$ cat src/rtl/pacman_pkg.sv
// Shared constants for the pellet-eating logic: tile codes, score values,
// default maze geometry and the request FSM encoding.
package pacman_pkg;

    localparam int MAP_W        = 28;
    localparam int MAP_H        = 31;

    localparam int TILE_EMPTY   = 0;
    localparam int TILE_WALL    = 1;
    localparam int TILE_PELLET  = 2;
    localparam int TILE_POWER   = 3;

    localparam int PELLET_SCORE = 10;
    localparam int POWER_SCORE  = 50;

    typedef enum logic [1:0] {
        ST_IDLE,
        ST_RD,
        ST_CHK
    } state_e;

endpackage

$ cat src/rtl/pellet_eater.sv
// Consumes the tile Pacman steps onto: read-check-clear via map BRAM port B,
// with saturating score, remaining-pellet count and level-clear flag.
module pellet_eater #(
    parameter int   MAP_W        = pacman_pkg::MAP_W,
    parameter int   MAP_H        = pacman_pkg::MAP_H,
    parameter int   DATA_WIDTH   = 4,
    parameter int   INIT_PELLETS = 244,
    localparam int  ADDR_W       = $clog2(MAP_W*MAP_H)
) (
    input  logic                  clk,
    input  logic                  rst,
    input  logic                  req_valid,
    output logic                  req_ready,
    input  logic [4:0]            tile_x,
    input  logic [4:0]            tile_y,
    output logic [ADDR_W-1:0]     bram_addr,
    output logic                  bram_we,
    output logic [DATA_WIDTH-1:0] bram_din,
    input  logic [DATA_WIDTH-1:0] bram_dout,
    output logic [15:0]           score,
    output logic [9:0]            pellets_left,
    output logic                  ate_pulse,
    output logic                  power_pulse,
    output logic                  level_clear
);
    import pacman_pkg::*;

    state_e              state_q, state_d;
    logic [ADDR_W-1:0]   addr_q, addr_d;
    logic [15:0]         score_q, score_d;
    logic [9:0]          pel_q, pel_d;
    logic                lc_q, lc_d;
    logic                ate_q, ate_d;
    logic                pow_q, pow_d;

    logic                in_range;
    logic                is_pellet;
    logic                is_power;
    logic [15:0]         add_val;
    logic [16:0]         sum;

    always_comb begin
        state_d   = state_q;
        addr_d    = addr_q;
        pel_d     = pel_q;
        lc_d      = lc_q;
        ate_d     = 1'b0;
        pow_d     = 1'b0;
        bram_we   = 1'b0;
        add_val   = 16'd0;

        in_range  = (int'(tile_x) < MAP_W) && (int'(tile_y) < MAP_H);
        is_pellet = (bram_dout == DATA_WIDTH'(TILE_PELLET));
        is_power  = (bram_dout == DATA_WIDTH'(TILE_POWER));

        case (state_q)
            ST_IDLE: begin
                // Off-map requests are accepted and dropped without touching the BRAM
                if (req_valid && in_range) begin
                    addr_d  = ADDR_W'(int'(tile_y) * MAP_W + int'(tile_x));
                    state_d = ST_RD;
                end
            end
            ST_RD:   state_d = ST_CHK;
            ST_CHK: begin
                state_d = ST_IDLE;
                if (is_pellet || is_power) begin
                    bram_we = !rst;
                    add_val = is_power ? 16'(POWER_SCORE) : 16'(PELLET_SCORE);
                    ate_d   = is_pellet;
                    pow_d   = is_power;
                    if (pel_q != 10'd0) begin
                        pel_d = pel_q - 10'd1;
                        if (pel_q == 10'd1)
                            lc_d = 1'b1;
                    end
                end
            end
            default: state_d = ST_IDLE;
        endcase

        sum     = {1'b0, score_q} + {1'b0, add_val};
        score_d = sum[16] ? 16'hFFFF : sum[15:0];
    end

    always_ff @(posedge clk) begin
        if (rst) begin
            state_q <= ST_IDLE;
            addr_q  <= '0;
            score_q <= 16'd0;
            pel_q   <= 10'(INIT_PELLETS);
            lc_q    <= 1'b0;
            ate_q   <= 1'b0;
            pow_q   <= 1'b0;
        end else begin
            state_q <= state_d;
            addr_q  <= addr_d;
            score_q <= score_d;
            pel_q   <= pel_d;
            lc_q    <= lc_d;
            ate_q   <= ate_d;
            pow_q   <= pow_d;
        end
    end

    assign req_ready    = (state_q == ST_IDLE);
    assign bram_addr    = addr_q;
    assign bram_din     = DATA_WIDTH'(TILE_EMPTY);
    assign score        = score_q;
    assign pellets_left = pel_q;
    assign ate_pulse    = ate_q;
    assign power_pulse  = pow_q;
    assign level_clear  = lc_q;

endmodule

$ cat config.mk
export PLATFORM = sky130hd
export DESIGN_NAME = pellet_eater
export DESIGN_NICKNAME = d
export VERILOG_FILES = /design/src/rtl/pacman_pkg.sv /design/src/rtl/pellet_eater.sv
export SDC_FILE = /design/constraint.sdc
export NUM_CORES = 1
export LEC_CHECK = 0
export ABC_AREA = 0
export BUFFER_PORTS_ARGS = -buffer_cell sky130_fd_sc_hd__buf_2
export CORE_MARGIN = 1.5
export CORE_UTILIZATION = 38
export CTS_BUF_LIST = sky130_fd_sc_hd__clkbuf_2
export DETAILED_ROUTE_END_ITERATION = 8
export SKIP_CTS_REPAIR_TIMING = 1
export SLEW_MARGIN = 0
export SYNTH_ARGS = -nofsm -noshare
export SYNTH_HDL_FRONTEND = slang
export SYNTH_SLANG_ARGS = --single-unit
$ cat constraint.sdc
create_clock -name clk -period 2.7 [get_ports clk]
set_clock_uncertainty 0.1 [all_clocks]
set_input_delay 0.135 -clock clk [delete_from_list [all_inputs] [get_ports clk]]
set_output_delay 0.135 -clock clk [all_outputs]
set_load 0.02 [all_outputs]
* After elaboration in Yosys (flattened, before gate mapping)
Index checks and enable logic that the tools add are counted.
** Storage, ports and cells
- Bits in registers :: 41
- Input bits :: 17
- Output and inout port bits :: 45
- Word-level logic and storage cells :: 39
** Operators by class
- Add/sub/neg operators :: 3
- $mul :: 1
- Magnitude comparators :: 2
- Eq/ne operators :: 6
- Multiplexer cells :: 8
- Bitwise logic cells :: 2
- Reductions and logical operators :: 10
** Operator list (count)
- $mux 6 :: 3
- $add 16x16->17 :: 1
- $mux 16 :: 1
- $add 10x5->10 :: 1
- $eq 10x1->1 const B :: 1
- $lt 5x5->1 const B :: 2
- $reduce_bool 10->1 :: 1
- $sub 10x1->10 const B :: 1
- $eq 4x2->1 const B :: 2
- $mul 5x3->8 const B :: 1
- $pmux 2 s2 :: 1
- $reduce_and 4->1 :: 1
- $reduce_and 3->1 :: 1
- $reduce_or 3->1 :: 1
- $eq 2x1->1 const B :: 1
- $eq 2x2->1 const B :: 1
- $logic_and 1x1->1 :: 2
- $logic_not 2->1 :: 1
- $mux 1 :: 2
- $mux 2 :: 1
- $ne 2x1->1 const B :: 1
- $not 1->1 :: 2
- $reduce_and 2->1 :: 1
- $logic_not 1->1 :: 1
- $logic_or 1x1->1 :: 1

* Logic depth before layout (Yosys ltp)
- Word-level depth :: 6
- Gate-level depth with buffers :: 10
- Gate-level depth less buffers :: 10

* Worst setup path before layout
No wires, ideal clock.
- Kind :: register to register
- Start point :: register state_q[0]
- End point :: register score_q[11], in the netlist score[11]
- Library setup time :: 0.133 ns
- Arrival time :: 2.199 ns
- Data required time :: 2.467 ns
- Path slack :: 0.269 ns
- Stages on the path, launching flop included :: 10
- Buffers on the path :: 1
- Cells stage by stage :: dfxtp_1 -> nor4b_4 -> nand2_1 -> nor2_1 -> ha_1 -> a31oi_1 -> a221oi_2 -> nand2_1 -> clkbuf_1 -> a21oi_1
** On the way
- Longest elaborated chain between the ends :: 4
** Ends and longest elaborated chain
- start: declaration :: line pellet_eater.sv:28 : state_e state_q, state_d;
- start signal: assignment :: line pellet_eater.sv:96 : state_q <= state_d;
- $eq 2x2->1 :: line pellet_eater.sv:56 : case (state_q)
- $mux 6 :: line pellet_eater.sv:56
- $add 16x16->17 :: line pellet_eater.sv:82 : sum = {1'b0, score_q} + {1'b0, add_val};
- $mux 16 :: line pellet_eater.sv:83 : score_d = sum[16] ? 16'hFFFF : sum[15:0];
- end signal: assignment :: line pellet_eater.sv:98 : score_q <= score_d;
- end: declaration :: line pellet_eater.sv:30 : logic [15:0] score_q, score_d;
Every way passes these cells.
A chain may end at the register's enable or synchronous reset.

* Final worst setup path
- Start point :: register state_q[0]
- End point :: register score_q[12], in the netlist score[12]
The elaborated chain is that of the path after synthesis.

==> metrics.txt <==
Via density approximately 4.8; initial core utilization 39.43%; die width around 80 um; initial antenna violation count 0; cell family with most CP delay simple AND/OR/NAND/NOR gates; final hold vios 0; flops & latches, synth 41; Worst Hold Class in -> reg; CTS Root Cell clkbuf_2; most frequent CP cell nor2_1; global route total overflow 0; Post-synth EDFFs 0; worst vdd ir between 0.0002 and 0.00025 V; Synth top area share around a third; vias in the first global route 1,749; Pleak 1.281 nW; maxcap violations 0; cts bufs inserted 5; top post-synthesis cells by area dfxtp_1 35%, ha_1 10%, fa_1 5.1%; sequential area share after synthesis a little over a third; gpl congestion approximately 0.76; core area roughly 6000 um2; H-Tree Level Count 2; Antenna Nets Post-Route 0; most frequent cells after synthesis 41 x dfxtp_1, 32 x nor2_1, 21 x a21oi_1; Power Density ~440 nW/um2; Syn Area/Cell just over 9 um2; fillers slightly below 600; fmax 0.4136 GHz; CP endpoint kind flip-flop; fin crit share 89.56%; die height around 81 um; deepest clock path buffer count 2; Area Growth Syn to Fin 21.81%; largest net degree at the start of global routing 29; critical path's largest stage delay ~380 ps; Slowest-stage cell, CP dfxtp_1; Worst Setup Start Kind flip-flop; Rows 28; wire per inst between 10 and 15 um; worst hold slack 22.87 ps; worst path cell trace nor4b_4, nand2_1, nor2_1, ha_1, a31oi_1, a221oi_4, buf_4, nand3_1, mux2i_1, nor2_1; Final Max Slew Viols 0; status complete, no violations; Layout Cells excl Fill 396; Crit Path Max Fanout 7; setup violators final 0; # diodes 0; clock-pin slew on the worst setup and hold paths 220 ps; overall routing resource usage around 16%; RSZ-0062 raised after global routing false; clk_lat worst skew ~410 ps; TritonCTS clock tree built; first-pass GRT wire length 8024 um; top-count cell post-synth dfxtp_1; critical path class reg -> reg; initial drt markers 66; nets@finish about 360; total of warnings raised by yosys 0; Yosys top cell by area dfxtp_1; setup TNS 0 ps; I/O Buffers 57; Post-synth top flop dfxtp_1; Placed Cells approximately 380; share of cells above drive strength 1 between 20% and 30%; DPL Wire Length about 3600 um; crit path buf inv count 1; CP Data Arrival Time 2650 ps; IO Count between 60 and 70; Yosys cell types 48; Synth Instances 253; Final Critical Period about 2400 ps; die area 6624 um2; Via Count roughly 1,900; drt pass-1 iters 4; Data required, critical path roughly 2900 ps; clk sinks 41; Post-synth ARST share 0%; drt drc 0; Total Wirelength 4751 um; synthesized cell area 2335 um2
[sequential cells by signal, indices dropped and copies added (netlist names)]
signal	count
score	16
ate_pulse	1
bram_addr	10
pellets_left	10
state_q	2
level_clear	1
power_pulse	1
[cell type report]
cell class	count	area [um2]	share of cell area (%)
Clock buffer	6	30.03	1.056
Clock inverter	2	33.78	1.188
Inverter	18	67.56	2.376
Multi-Input combinational cell	185	1410	49.58
Sequential cell	41	820.8	28.86
Tap cell	75	93.84	3.300
Timing Repair Buffer	69	387.9	13.64
[logic make-up after synthesis]
kind of cell / synth area share, %
and+or+nand+nor: 18.27
AOI/OAI and AO/OA: 14.74
DFF: 35.16
buffers and inverters: 5.573
adders and majority gates: 15.33
xor gates and xnor gates: 8.628
muxes: 2.144
other: 0.1606
[cells in the final DEF, fill, tap and decap left out, types with 3 or more instances in the layout]
cell type      Yosys  final
nand3_1            7      7
mux2i_1            5      5
dlygate4sd3_1      0      5
dfxtp_1           41     41
buf_4              4      7
nand4_1            5      5
inv_1             18     18
nor2_1            32     32
xnor2_1           10     10
a21oi_1           21     21
conb_1             1      4
nor3_1             3      3
clkbuf_2           0      6
a211o_1            3      3
nand2_1            9      9
nand2b_1           5      5
buf_2              2     57
a211oi_1           8      8
fa_1               6      6
ha_1              19     19
xor2_1            13     13
[metrics by stage]
| step | util [%] | instance area, um2 | setup slack (ps) | total power, W |
|---|---|---|---|---|
| finish | 48.03 | 2844 | 282.0 | 0.001254 |
| global route | 48.03 | 2844 | 30.30 | 0.001328 |
| CTS | 46.81 | 2771 | 92.10 | 0.001268 |
| detailed placement | 45.73 | 2708 | 70.36 | 0.0009103 |
| global placement | 45.73 | 2708 | 122.6 | 0.0009076 |
| floorplan | - | 2346 | 268.6 | 0.0008407 |
[worst paths after layout]
path | cells after the start | slack, ps | start | to
hold reg to reg | 2 | 370 | score[0] | score[0]
setup reg to reg | 10 | 280 | state_q[0] | score[12]
hold / removal | 4 | 20 | tile_x[2] | bram_addr[2]
setup / recovery | 10 | 280 | state_q[0] | score[12]
[layer usage]
layer  share of wire (%)  track usage, %
met2                  42           22.98
met1                  50           21.15
met4                 1.4           5.690
met3                 6.9           4.831
met5                   0               0
[report_power, final]
group	switching, W	internal [W]	leakage (nW)
sequential	0.0000109	0.000625	0.333
combinational	0.000154	0.000110	0.908
clock	0.000196	0.000158	0.0406
[worst reg2reg max path, cell delays in order (launching register included)]
cell      delay, ps
dfxtp_1         380
nor4b_4         290
nand2_1         190
nor2_1          140
ha_1            280
a31oi_1         340
a221oi_4        140
buf_4           170
nand3_1          90
mux2i_1         180
nor2_1           50
Power figures use the tool's default switching activity.
